--- config.mk ---
export PLATFORM = sky130hd
export DESIGN_NAME = op_scheduler
export DESIGN_NICKNAME = d
export VERILOG_FILES = /design/src/rtl/op_scheduler_pkg.sv /design/src/rtl/op_alu.sv /design/src/rtl/op_scheduler.sv
export SDC_FILE = /design/constraint.sdc
export NUM_CORES = 1
export LEC_CHECK = 0
export CORE_UTILIZATION = 53
export DETAILED_ROUTE_END_ITERATION = 10
export PLACE_DENSITY = 0.82
export SKIP_CTS_REPAIR_TIMING = 1
export SLEW_MARGIN = 20
export SYNTH_ARGS = -nofsm -noshare
export SYNTH_HDL_FRONTEND = slang
export SYNTH_SLANG_ARGS = --single-unit
--- constraint.sdc ---
create_clock -name clk_i -period 3.85 [get_ports clk_i]
set_input_delay 0.77 -clock clk_i [delete_from_list [all_inputs] [get_ports clk_i]]
set_output_delay 0.77 -clock clk_i [all_outputs]
set_load 0.1 [all_outputs]
--- src/rtl/op_scheduler_pkg.sv ---
// Shared types for op_scheduler: FSM states, ALU operation codes and the element-count clamp.
// The commit handshake is compiled in only when OP_SCHEDULER_COMMIT_EN is defined.
package op_scheduler_pkg;

   typedef enum logic [2:0] {
      ST_IDLE   = 3'd0,
      ST_FETCH  = 3'd1,
      ST_EXEC   = 3'd2,
      ST_WRITE  = 3'd3,
      ST_COMMIT = 3'd4
   } sched_state_e;

   typedef enum logic [1:0] {
      OP_ADD = 2'd0,
      OP_SUB = 2'd1,
      OP_XOR = 2'd2,
      OP_AND = 2'd3
   } op_e;

   // A run never visits more elements than the memory holds.
   function automatic logic [31:0] clamp_count(input logic [31:0] count,
                                               input logic [31:0] depth);
      return (count > depth) ? depth : count;
   endfunction

endpackage

--- src/rtl/op_alu.sv ---
// op_alu: combinational datapath for op_scheduler; ADD/SUB wrap to MEM_WIDTH bits.
module op_alu
   import op_scheduler_pkg::*;
#(
   parameter int MEM_WIDTH = 32
) (
   input  op_e                  op_i,
   input  logic [MEM_WIDTH-1:0] operand_a_i,
   input  logic [MEM_WIDTH-1:0] operand_b_i,
   output logic [MEM_WIDTH-1:0] result_o
);

   always_comb begin
      result_o = '0;
      case (op_i)
         OP_ADD:  result_o = operand_a_i + operand_b_i;
         OP_SUB:  result_o = operand_a_i - operand_b_i;
         OP_XOR:  result_o = operand_a_i ^ operand_b_i;
         OP_AND:  result_o = operand_a_i & operand_b_i;
         default: result_o = '0;
      endcase
   end

endmodule

--- src/rtl/op_scheduler.sv ---
// op_scheduler: start/busy/done sequencer that fetches, computes, writes and (optionally)
// commits one result per element. Define OP_SCHEDULER_COMMIT_EN to enable the commit handshake.
module op_scheduler
   import op_scheduler_pkg::*;
#(
   parameter int  MEM_DEPTH = 8,
   parameter int  MEM_WIDTH = 32,
   localparam int AW        = $clog2(MEM_DEPTH)
) (
   input  logic                 clk_i,
   input  logic                 rst_ni,
   input  logic                 start_i,
   input  logic                 abort_i,
   input  logic [AW-1:0]        base_i,
   input  logic [AW:0]          count_i,
   input  logic [1:0]           op_sel_i,
   output logic [AW-1:0]        operand1_addr_o,
   output logic [AW-1:0]        operand2_addr_o,
   input  logic [MEM_WIDTH-1:0] operand1_i,
   input  logic [MEM_WIDTH-1:0] operand2_i,
   output logic                 result_we_o,
   output logic [AW-1:0]        result_addr_o,
   output logic [MEM_WIDTH-1:0] result_o,
   output logic                 commit_valid_o,
   input  logic                 commit_ready_i,
   output logic [AW-1:0]        commit_addr_o,
   output logic [MEM_WIDTH-1:0] commit_data_o,
   output logic                 busy_o,
   output logic                 done_o
);

   localparam int CW = AW + 1;

   // Commit handshake: valid rises on entry to COMMIT and stays high with addr/data frozen
   // until the edge where ready is also high; ready while valid is low has no effect.

   sched_state_e         state_q, state_d;
   logic [AW-1:0]        idx_q, idx_d;
   logic [AW-1:0]        base_q, base_d;
   logic [CW-1:0]        count_q, count_d;
   op_e                  op_q, op_d;
   logic [MEM_WIDTH-1:0] opa_q, opa_d;
   logic [MEM_WIDTH-1:0] opb_q, opb_d;
   logic [MEM_WIDTH-1:0] result_q, result_d;
   logic [AW-1:0]        res_addr_q, res_addr_d;
   logic                 done_q, done_d;

   logic [CW-1:0]        count_clamped;
   logic [AW-1:0]        elem_addr;
   logic [MEM_WIDTH-1:0] alu_result;
   logic                 elem_accept;
   logic                 last_elem;

   assign count_clamped = CW'(clamp_count(32'(count_i), 32'(MEM_DEPTH)));
   assign elem_addr     = base_q + idx_q;
   assign last_elem     = (CW'(idx_q) + CW'(1)) >= count_q;

`ifdef OP_SCHEDULER_COMMIT_EN
   logic [AW-1:0]        cmt_addr_q, cmt_addr_d;
   logic [MEM_WIDTH-1:0] cmt_data_q, cmt_data_d;

   assign elem_accept = (state_q == ST_COMMIT) && commit_ready_i;
`else
   logic unused_commit_ready;

   assign unused_commit_ready = commit_ready_i;
   assign elem_accept         = (state_q == ST_WRITE);
`endif

   op_alu #(
      .MEM_WIDTH (MEM_WIDTH)
   ) u_alu (
      .op_i        (op_q),
      .operand_a_i (opa_q),
      .operand_b_i (opb_q),
      .result_o    (alu_result)
   );

   always_comb begin
      state_d    = state_q;
      idx_d      = idx_q;
      base_d     = base_q;
      count_d    = count_q;
      op_d       = op_q;
      opa_d      = opa_q;
      opb_d      = opb_q;
      result_d   = result_q;
      res_addr_d = res_addr_q;
      done_d     = 1'b0;
`ifdef OP_SCHEDULER_COMMIT_EN
      cmt_addr_d = cmt_addr_q;
      cmt_data_d = cmt_data_q;
`endif

      case (state_q)
         ST_IDLE: begin
            if (start_i && !abort_i) begin
               base_d  = base_i;
               count_d = count_clamped;
               op_d    = op_e'(op_sel_i);
               idx_d   = '0;
               if (count_clamped == '0) begin
                  done_d = 1'b1;
               end else begin
                  state_d = ST_FETCH;
               end
            end
         end
         ST_FETCH: begin
            opa_d   = operand1_i;
            opb_d   = operand2_i;
            state_d = ST_EXEC;
         end
         ST_EXEC: begin
            result_d   = alu_result;
            res_addr_d = elem_addr;
            state_d    = ST_WRITE;
         end
         ST_WRITE: begin
`ifdef OP_SCHEDULER_COMMIT_EN
            cmt_addr_d = res_addr_q;
            cmt_data_d = result_q;
            state_d    = ST_COMMIT;
`endif
         end
         default: ;
      endcase

      // Element retirement: commit accepted, or write done when there is no checker.
      if (elem_accept) begin
         if (last_elem) begin
            state_d = ST_IDLE;
            done_d  = 1'b1;
         end else begin
            idx_d   = idx_q + AW'(1);
            state_d = ST_FETCH;
         end
      end

      if (abort_i && (state_q != ST_IDLE)) begin
         state_d = ST_IDLE;
         done_d  = 1'b0;
      end
   end

   always_ff @(posedge clk_i) begin
      if (!rst_ni) begin
         state_q    <= ST_IDLE;
         idx_q      <= '0;
         base_q     <= '0;
         count_q    <= '0;
         op_q       <= OP_ADD;
         opa_q      <= '0;
         opb_q      <= '0;
         result_q   <= '0;
         res_addr_q <= '0;
         done_q     <= 1'b0;
`ifdef OP_SCHEDULER_COMMIT_EN
         cmt_addr_q <= '0;
         cmt_data_q <= '0;
`endif
      end else begin
         state_q    <= state_d;
         idx_q      <= idx_d;
         base_q     <= base_d;
         count_q    <= count_d;
         op_q       <= op_d;
         opa_q      <= opa_d;
         opb_q      <= opb_d;
         result_q   <= result_d;
         res_addr_q <= res_addr_d;
         done_q     <= done_d;
`ifdef OP_SCHEDULER_COMMIT_EN
         cmt_addr_q <= cmt_addr_d;
         cmt_data_q <= cmt_data_d;
`endif
      end
   end

   assign operand1_addr_o = elem_addr;
   assign operand2_addr_o = elem_addr;
   assign result_we_o     = (state_q == ST_WRITE);
   assign result_addr_o   = res_addr_q;
   assign result_o        = result_q;
   assign busy_o          = (state_q != ST_IDLE);
   assign done_o          = done_q;

`ifdef OP_SCHEDULER_COMMIT_EN
   assign commit_valid_o = (state_q == ST_COMMIT);
   assign commit_addr_o  = cmt_addr_q;
   assign commit_data_o  = cmt_data_q;
`else
   assign commit_valid_o = 1'b0;
   assign commit_addr_o  = '0;
   assign commit_data_o  = '0;
`endif

endmodule

# Word level (Yosys, flattened, before mapping)
# Cells that the tools add are included.
# classes
muxes	16
reduce_logical	11
add_sub_neg	5
n_lt_le_gt_ge	2
n_eq_ne	8
n_bitwise	3
# op_table
operator	n
case mux 32 bit (4 select lines)	1
adder 32 bit	1
bitwise AND 32 bit	1
subtractor 32 bit	1
XOR 32 bit	1
2-to-1 mux 3 bit	7
case mux 3 bit (3 select lines)	1
equality test 3 x 2 -> 1 bit, second input constant	2
2-to-1 mux 1 bit	6
!= test 3 bit, second input constant	2
adder 3 x 1 -> 4 bit, second input constant	1
equality test 2 bit, second input constant	2
>= comparator 4 bit	1
greater-than comparator 4 bit, second input constant	1
logical NOT 4 bit	1
2-to-1 mux 4 bit	1
nonzero test 4 bit	1
adder 3 x 1 -> 3 bit, second input constant	1
adder 3 bit	1
equality test 3 x 1 -> 1 bit, second input constant	1
logical NOT 3 bit	1
AND reduction 3 bit	1
nonzero test 3 bit	1
equality test 2 x 1 -> 1 bit, second input constant	1
6 further kinds	7
# word_totals
inputBits	78
word_cells	55
ff_bits	115
output_inout_bits	80

# Depth between registers and ports, before layout
# depth
depth_word	8
ltp_mapped	17
mapped_depth_nobuf	17

# Cells and area by module
# From an unflattened synthesis, not the netlist that was laid out.
# unflattened
cells_unflattened	984
hier_area_um2	8603.3
# by_module_without_submodules
module	cells_each	n_inst	seq_area_each_um2	area_each_um2
op_scheduler	462	1	2282.2	4904.7
op_alu	522	1	0.0	3698.5

# Worst setup path after synthesis
# OpenSTA, ideal clock, no wires.
# synth_timing
path_kind	reg-to-output
start	register idx_q[0]
end	output port operand2_addr_o[2]
path_buffers	1
path_stages_with_launch	7
path_slack_ns	-0.174
arrival_time_ns	3.254
path_cell_list	dfxtp_1 ha_1 inv_1 fa_1 xor2_1 xnor2_1 buf_4
# synth_between
elab_chain_cells	1
# synth_rtl
element	line	rtl
from (decl)	op_scheduler.sv:38	logic [AW-1:0] idx_q, idx_d;
from (signal assigned)	op_scheduler.sv:164	idx_q <= idx_d;
adder 3 bit	op_scheduler.sv:55	assign elem_addr = base_q + idx_q;
to (decl)	op_scheduler.sv:18	output logic [AW-1:0] operand2_addr_o,
# No other way between the ends.

# Worst setup path in the final report
# layout_timing
start	register opb_q[13]
end	register result_q[29], in the netlist result_o[29]
# layout_between
elab_chain_cells	2
word_cells_on_any_way	3
cone_classes	add/sub (2); mux (1)
# layout_rtl
element	line	rtl
from (decl)	op_scheduler.sv:43	logic [MEM_WIDTH-1:0] opb_q, opb_d;
from (signal assigned)	op_scheduler.sv:169	opb_q <= opb_d;
subtractor 32 bit / adder 32 bit (equally long branches)	op_alu.sv:17, op_alu.sv:16	
case mux 32 bit (4 select lines) *	op_alu.sv:15	case (op_i)
to (signal assigned)	op_scheduler.sv:170	result_q <= result_d;
to (decl)	op_scheduler.sv:44	logic [MEM_WIDTH-1:0] result_q, result_d;
# Mark *: on every way between the ends. The rest lies on a longest branch, timed or not.
# A chain may end at the register's enable or synchronous reset.

==> metrics.csv <==
metric,value,unit
required,4160,ps
clock_latency,420,ps
combPwrFrac,44.5,%
finalHoldViolCount,0,
track_usage,25.0,%
synth_area,8050,um2
grt_max_degree,57,
grt_pass1_wl,31600,um
hold_depth,2,
skew,10.3,ps
pin_count,158,
max_cap_violations,0,
initialDrtViolationCount,436,
vdd_drop_max,0.365,mV
ant_nets,0,
stdcell_area,10100,um2
fill_cells,1161,
cts_tree,built,
synthArstFlopShare,0,%
drive_gt1_share,10.4,%
layout.nets,1194,
drc,13,
vias_per_cell,5.58,
dieArea,15700,um2
ys.flop_type,dfxtp_1,
p_clk_share,31.1,%
dr.pass1.iters,10,
synth_edf_count,0,
worstSetupStartpoint,opb_q[13],
cts_inserted_buffers,17,
areaGrowthSynthToFinish,25.5,%
slew_headroom,31.3,%
htreeDepth,4,
antenna_found_initial,0,
syn_area_per_cell,8.79,um2
synth_top_area_share,28.3,%
setup_violations,0,
layout_setup_ws,124,ps
r2r-start,opb_q[13],
switching_share,38.1,%
period_needed,3730,ps
rsz0062_at_grt,true,
cts_root_buf,clkbuf_16,
n_antenna_cell,0,
finish.utilization,68.8,%
crit_top_cell,a21oi_1,
status,"finished, violations left",
cp_max_fo,4,
cp_slowest_cell,or4_4,
post-synth-top-count-cell,dfxtp_1,
start_util,54.8,%
io_buffer_count,120,
cts_buffer_depth,2,
finalMaxSlewViolations,0,
place_congestion,0.917,
p_total,5.56,mW
synth_area_leader_cell,dfxtp_1,
hp-start,count_q[1],
reg2reg_depth,15,
place_ws,4.48,ps
path_class,flop to flop,
p_seq_share,24.4,%
core,14700,um2
synth_commonest_cells,"dfxtp_1, mux2i_1, nor2b_1, ha_1, nand2_1",
p_sw,2.12,mW
tightest_slew,1030,ps
synthCells,916,
cp_cell_sequence,or4_4 > nor4_4 > nand2b_4 > nor3_4 > a21oi_1 > xnor2_1 > ha_1 > a21o_1 > a21o_1 > a21oi_1 > o21ai_0 > a21oi_1 > o32ai_1 > or3_1 > a41o_1,
rrSetupSlack,120,ps
synth_area_leaders,"dfxtp_1, mux2i_1, ha_1, nor2b_1, xnor2_1",
cpPeakStageDelay,570,ps
ys_seq_elements,114,
arrival,4030,ps
tns,0,ps
p_int,3.44,mW
violations,DRC,
p_leak,4.20,nW
hold_class,flop to flop,
cp-end-kind,flop,
die_x,125,um
yosysSeqAreaShare,28.3,%
routed_wl,19500,um
yosys.cell_types.count,73,
ys_warn_count,0,
cp-start-kind,flop,
grt_pass1_vias,6550,
hold_end,count_q[1],
post-route-period-util,96.8,%
fp.dieH,125,um
num_rows,44,
fmax,0.268,GHz
clk_pin_slew,50,ps
r2r-end,result_o[29],
vias,6895,
cts_sinks,114,
place_area,9360,um2
grt.overflow.total,0,
dp_hpwl,13900,um
wire_per_inst,15.8,um
powerDensity,550,nW/um2
-- placed cells by master (no fill, tap or decap), types with 17 or more instances in the layout --
cell,netlist,final
xnor2_1,36,35
nor2_1,35,32
clkbuf_16,0,17
conb_1,1,36
nor2b_1,78,78
ha_1,75,71
dfxtp_1,114,111
inv_1,31,31
o21ai_0,44,41
clkdlybuf4s50_1,0,113
nand2_1,69,69
xor2_1,21,21
buf_4,40,39
a21oi_1,62,60
mux2i_1,94,94
-- through the flow --
step	hold WS, ps	cells
floorplan	441	951
global placement	450	1202
detailed placement	455	1202
CTS	464	1234
global route	482	1236
finish	461	1236
-- per-layer routing --
metal	part of all wire, %	vias to the layer above	global-route usage (%)
li1	-	3407	-
met1	44	3244	30.6
met2	50	213	43.4
met3	4.7	31	5.61
met4	1.5	0	8.18
met5	0	-	0
-- sequential cells by signal, summed over array words and instances (netlist names) --
register	flops
opa_q	32
opb_q	32
result_o	32
count_q	4
base_q	3
idx_q	3
result_addr_o	3
op_q	2
state_q	2
done_o	1
-- final cells by class --
| type | count | area, um2 | share of cell area [%] |
|---|---|---|---|
| clock buffers | 21 | 460 | 4.56 |
| repair buffers | 153 | 1430 | 14.1 |
| inverters | 31 | 116 | 1.15 |
| clock inverters | 11 | 183 | 1.81 |
| flip-flops and latches | 114 | 2290 | 22.6 |
| multi-input cells | 722 | 5400 | 53.4 |
| well taps | 184 | 230 | 2.28 |
-- kinds of logic after synthesis --
group | after synthesis | synth area share (%)
AOI/OAI and AO/OA | 203 | 16.7
xor gates and xnor gates | 57 | 6.20
adders and majority gates | 77 | 12.1
buffers and inverters | 115 | 7.52
DFF | 114 | 28.3
muxes | 98 | 12.3
other | 1 | 0.0466
and+or+nand+nor | 251 | 16.8
-- how the worst max path moves through the flow --
stage | end | slack, ps | cells past startpoint
after floorplan | result_o[30] | 320 | 15
after global routing | result_o[29] | -50 | 15
after CTS | result_o[29] | -40 | 15
after global placement | result_o[29] | 100 | 15
after detailed placement | result_o[29] | 4 | 15
final | result_o[29] | 120 | 15
-- worst max-delay path, delay by kind of cell (launching register included) --
family / cells / cell delay (ps)
AOI/OAI and AO/OA: 8 / 1250
DFF: 1 / 340
adders and majority gates: 1 / 300
xor gates and xnor gates: 1 / 140
and+or+nand+nor: 5 / 1590
-- power groups by stage --
stage	combinational, mW	clock, mW	sequential, mW
3_5_place_dp	2.37	0	1.37
2_1_floorplan	1.75	0	1.47
5_1_grt	2.68	1.82	1.37
3_3_place_gp	2.34	0	1.37
6_report	2.47	1.73	1.36
4_1_cts	2.39	1.74	1.35
Note: power is estimated with default switching activity, not from simulation.
==> edit 1, RTL diff (same settings) <==
The 5 states of `sched_state_e` get a one-hot encoding in 5 bits.
--- a/src/rtl/op_scheduler_pkg.sv
+++ b/src/rtl/op_scheduler_pkg.sv
@@ -4,8 +4,8 @@
 
-   typedef enum logic [2:0] {
-      ST_IDLE   = 3'd0,
-      ST_FETCH  = 3'd1,
-      ST_EXEC   = 3'd2,
-      ST_WRITE  = 3'd3,
-      ST_COMMIT = 3'd4
+   typedef enum logic [4:0] {
+      ST_IDLE   = 5'b00001,
+      ST_FETCH  = 5'b00010,
+      ST_EXEC   = 5'b00100,
+      ST_WRITE  = 5'b01000,
+      ST_COMMIT = 5'b10000
    } sched_state_e;
Formal check against the unedited RTL: same outputs for any inputs over 4 cycles, from zero or initial values and one cycle with rst_ni low; so few cycles prove little.
==> edit 1 against the unedited design <==
- the flow still finishes with violations (design-rule violations)
- via count increased by 6.0%
- clock skew decreased by 0.0032 ns
- cell count increased by 7.3%
- sequential cell count increased by 2
- worst setup slack improved by 0.11 ns
- power decreased by 21%
- cell area increased by 0.57%
- wire length increased by 5.6%
- synthesized area increased by 0.48%
- utilization increased by 0.39 points
- count of clock-buffer cells in the layout increased by 2
- sequential power decreased by 9%
==> edit 1: results (changes against the unedited design) <==
===========================================================================
Cell internal power dissipation ..............................     2.919 mW   -15%
Capturing point of the worst reg2reg path .................... result_o[30]
Post-Place Setup Slack .......................................   0.08894 ns   +0.08446 ns
Worst-path maximum fanout ....................................            5   +1
Mean instance size in the synthesized netlist ................  8.061 sq um   -8.3%
Peak supply drop .............................................    0.3362 mV   -8.0%
Number of global-route vias before repair ....................         6742   +2.9%
Compound-cell area share of the yosys netlist ................       23.05%   +6.4 points
Worst EP arrival .............................................      3.96 ns   -0.07 ns
Violations in the final reports .............................. design-rule violations
Post-synthesis adder-cell area fraction ......................       11.32%   -0.83 points
Top cells by area in the synthesized netlist ................. dfxtp_1 29%, ha_1 11%, nand2_1 9.1%
Number of synthesis warnings .................................            0   unchanged
Fin nets .....................................................         1280   +7.2%
Via Count ....................................................         7306   +6.0%
Overall routing resource usage ...............................       26.84%   +1.8 points
Count of distinct cell types in the synthesized netlist ......           76   +4.1%
Iter 0 DRT Violations ........................................          507   +16%
Hold Worst Slack .............................................    0.4498 ns   -0.01102 ns
Multiplexer area fraction after synthesis ....................       3.912%   -8.4 points
Post-placement cell area .....................................   9468 sq um   +1.1%
Power in combinational cells .................................      1.50 mW   -39%
Number of DRC violations after detailed routing ..............           10   -3
Power Clock ..................................................      1.62 mW   -6%
Worst R2R Start ..............................................    opb_q[11]
Max Clock Skew ...............................................  0.007022 ns   -0.003234 ns
Final HPWL from detailed placement ...........................     14810 um   +6.2%
Maximum number of pins on one net before global-route repair .           65   +14%
Sequential area share after synthesis ........................       28.70%   +0.36 points
Status ....................................................... complete, but fails checks
Switching fraction of total power ............................       33.11%   -5.0 points
H-tree depth .................................................            4   unchanged
Static leakage ...............................................     4.203 nW   about the same
Pre-antenna DRT Iters ........................................            8   -2
Final Instance Area ..........................................  10160 sq um   +0.57%
Wirelength per Cell ..........................................     15.52 um   -1.5%
Detailed Route WL ............................................     20570 um   +5.6%
Filler Cells Inserted ........................................         1204   +3.7%
Commonest cells in the netlist ............................... 197 x nand2_1, 116 x dfxtp_1, 76 x a21boi_0
===========================================================================
==> edit 1: cell types whose count changed in the layout (fill, tap and decap cells not counted), sizes merged, moves of 5 or more <==
| cell | before | now |
|---|---|---|
| a21boi | 9 | 81 |
| buf | 40 | 51 |
| ha | 75 | 70 |
| inv | 31 | 21 |
| mux2i | 94 | 26 |
| nand2 | 69 | 198 |
| nor2 | 35 | 50 |
| nor2b | 78 | 5 |
| o221ai | 7 | 2 |
==> edit 1: worst max path at each step <==
| stage | cells past startpoint | slack [ns] | start | to |
|---|---|---|---|---|
| after floorplan | 16 | 0.08 | opb_q[2] | result_o[25] |
| after global placement | 16 | 0.12 | opb_q[2] | result_o[25] |
| after detailed placement | 16 | 0.09 | opb_q[2] | result_o[25] |
| after CTS | 16 | 0.06 | opb_q[2] | result_o[25] |
| after global routing | 15 | -0.004 | opb_q[11] | result_o[30] |
| final | 15 | 0.23 | opb_q[11] | result_o[30] |
==> edit 1: final cells by class <==
| type | instances | share of cell area (%) |
|---|---|---|
| well taps | 184 | 2.265 |
| multi-input cells | 808 | 53.07 |
| clock buffers | 23 | 4.801 |
| repair buffers | 165 | 14.97 |
| clock inverters | 8 | 1.219 |
| inverters | 22 | 0.8125 |
| flip-flops and latches | 116 | 22.86 |
==> edit 1: tightest hold or removal path, cell delays in order, from the launching register on <==
cell	delay, ns
dfxtp_1	0.30
nand2_1	0.05
a21boi_1	0.05
==> edit 1: layer usage <==
layer  track usage, %  part of all wire (%)  routed length, um
met1            36.05                    47               9745
met2            43.17                    46               9542
met3            5.862                   4.7                957
met4            7.532                   1.6                328
met5                0                     0                  0
==> edit 2, RTL diff (same flow settings) <==
Without the edit above. The parameter `MEM_DEPTH` goes from 8 to 16.
--- a/src/rtl/op_scheduler.sv
+++ b/src/rtl/op_scheduler.sv
@@ -5,3 +5,3 @@
 #(
-   parameter int  MEM_DEPTH = 8,
+   parameter int  MEM_DEPTH = 16,
    parameter int  MEM_WIDTH = 32,
Ports: changed (6 resized); port bits go from 158 to 164. The function was not compared with the original's and may differ.
==> edit 2 against the unedited design <==
- wire length rose by 17%
- non-clock buffer count up 41
- largest cell class unchanged
- cell count increased by 9.1%
- sequential share of layout area decreased by 0.46 points
- worst setup slack worse by 0.12 ns
- count of clock-buffer cells in the layout is 2 higher
- power is 7.9% higher
- sequential cell count rose by 4
- synthesized area rose by 1.8%
- cell area rose by 5.6%
==> edit 2: results (changes against the unedited design) <==
===========================================================================
Routability cong. ............................................       0.9867   +7.6%
Maximum number of pins on one net before global-route repair .           52   -8.8%
Fraction of layout instances using a drive strength above 1 ..       13.10%   +2.7 points
Worst-path clk slew ..........................................      0.05 ns   about the same
Overall routing resource usage ...............................       28.50%   +3.5 points
Count of flip-flops with a built-in enable after synthesis ...            0   unchanged
Max incr delay on CP .........................................      0.54 ns   -0.03 ns
Worst EP arrival .............................................      4.13 ns   +0.10 ns
Capturing point of the worst reg2reg path .................... result_o[31]
Fin nets .....................................................         1308   +9.5%
Worst Max-Slew Pin Slew ......................................     1.026 ns   -0.002325 ns
Async S/R FF share, synth ....................................           0%   unchanged
Worst-path maximum fanout ....................................            6   +2
Antenna violations before repair .............................            0   unchanged
Net Switching ................................................     2.375 mW   +12%
Start point of the worst hold path ...........................   count_q[3]
Setup crit end kind ..........................................         flop
Hold Fails Final Rpt .........................................            0   unchanged
Synth Flop Type ..............................................      dfxtp_1
Filler Cells Inserted ........................................         1191   +2.6%
Final HPWL from detailed placement ...........................     16130 um   +16%
Wirelength per Cell ..........................................     16.92 um   +7.4%
Number of global-route vias before repair ....................         7262   +11%
Synth Instances ..............................................          984   +7.4%
Top cells by area in the synthesized netlist ................. dfxtp_1 29%, ha_1 12%, mux2i_1 12%
Detailed Route WL ............................................     22810 um   +17%
Static leakage ...............................................     4.581 nW   +9.0%
Longest Clk Path Bufs ........................................            2   unchanged
Critical-path top delay cell .................................        or4_4
H-tree depth .................................................            4   unchanged
Instance count along the most critical hold path .............            2   unchanged
Number of port buffers .......................................          125   +4.2%
Iter 0 DRT Violations ........................................          596   +37%
Max Clock Skew ...............................................  0.006918 ns   -0.003338 ns
Global-route wire length before repair .......................     36020 um   +14%
Sequential area share after synthesis ........................       28.82%   +0.48 points
Count of distinct cell types in the synthesized netlist ......           62   -15%
Post-Place Setup Slack .......................................   -0.1164 ns   -0.1209 ns
Post-route setup slack .......................................  0.005548 ns   -0.1182 ns
Status ....................................................... finished, final reports clean
N_diodes .....................................................            0   unchanged
Worst skew pair latency ......................................      0.43 ns
Number of cells on the worst reg-to-reg path .................           16   +1
Commonest cells in the netlist ............................... 125 x nor2_1, 118 x dfxtp_1, 97 x mux2i_1
Via density per instance .....................................        5.753   +3.1%
Pre-antenna DRT Iters ........................................            5   -5
Largest delay share family, worst path ....................... simple AND/OR/NAND/NOR gates
Number of synthesis warnings .................................            0   unchanged
Type of the most critical hold path .......................... flop to flop
Total clock buffers created by CTS ...........................           17   unchanged
Beginning of the critical path ...............................    opb_q[10]
Clock root buffer ............................................    clkbuf_16
Peak supply drop .............................................    0.3251 mV   -11%
===========================================================================
-- edit 2: logic make-up (layout without fill, tap and decap cells) --
group           count (synthesis)  in the layout  share of synthesized area, %
compound gates                216            216                         16.55
xor+xnor                       57             57                         6.091
fa+ha+maj                      80             80                         12.40
buf+inv                       119            259                         7.373
flops                         118            118                         28.82
mux                            99             99                         12.12
other cells                     1             37                       0.04575
simple gates                  294            294                         16.61
-- edit 2: cell type report --
cell class / instances / area share, %
sequential: 118 / 22.16
tap: 188 / 2.204
multi-input combinational: 783 / 52.23
clock buffer: 23 / 4.666
inverter: 34 / 1.196
clock inverter: 8 / 1.125
timing repair buffer: 194 / 16.42
-- edit 2: worst reg2reg max path, cell delays in order (launching register included) --
cell	delay [ns]
dfxtp_2	0.31
or4_4	0.54
or3_4	0.36
nor4_4	0.29
nand2_2	0.13
nor4_4	0.21
a21oi_2	0.10
xnor2_1	0.17
ha_1	0.29
buf_4	0.16
buf_6	0.12
and3_4	0.18
a32oi_4	0.23
nand4b_1	0.14
a31oi_1	0.21
xnor2_1	0.14
o221ai_1	0.13
-- edit 2: power by group through the flow --
stage / combinational [mW] / sequential [mW] / clock, mW
floorplan: 1.84 / 1.52 / 0
global placement: 2.66 / 1.42 / 0
detailed placement: 2.70 / 1.42 / 0
CTS: 2.73 / 1.39 / 1.67
global route: 3.17 / 1.41 / 1.74
finish: 2.93 / 1.40 / 1.66
-- edit 2: metrics by stage --
step | utilization, % | hold slack (ns) | area (sq um) | power [mW] | TNS [ns]
detailed placement | 64.88 | 0.4493 | 9827 | 4.116 | -0.4015
global route | 70.47 | 0.4830 | 10670 | 6.318 | -1.308
floorplan | - | 0.4319 | 8343 | 3.358 | -0.02615
finish | 70.47 | 0.4558 | 10670 | 5.995 | 0
global placement | 64.88 | 0.4400 | 9827 | 4.079 | -0.05719
CTS | 68.96 | 0.4564 | 10450 | 5.796 | -0.4990
-- edit 2: worst min path at each step --
stage                             to  slack [ns]
final                     count_q[3]        0.46
after global routing      count_q[0]        0.48
after CTS                 count_q[3]        0.46
after detailed placement  count_q[3]        0.45
after global placement    count_q[2]        0.44
after floorplan           count_q[1]        0.43
-- edit 2: layer usage --
metal	vias up	GRT usage (%)	part of all wire [%]
met5	-	0	0
met1	3677	37.84	46
met4	0	9.780	2.2
met3	48	5.567	5.6
li1	3750	-	-
met2	280	46.25	46
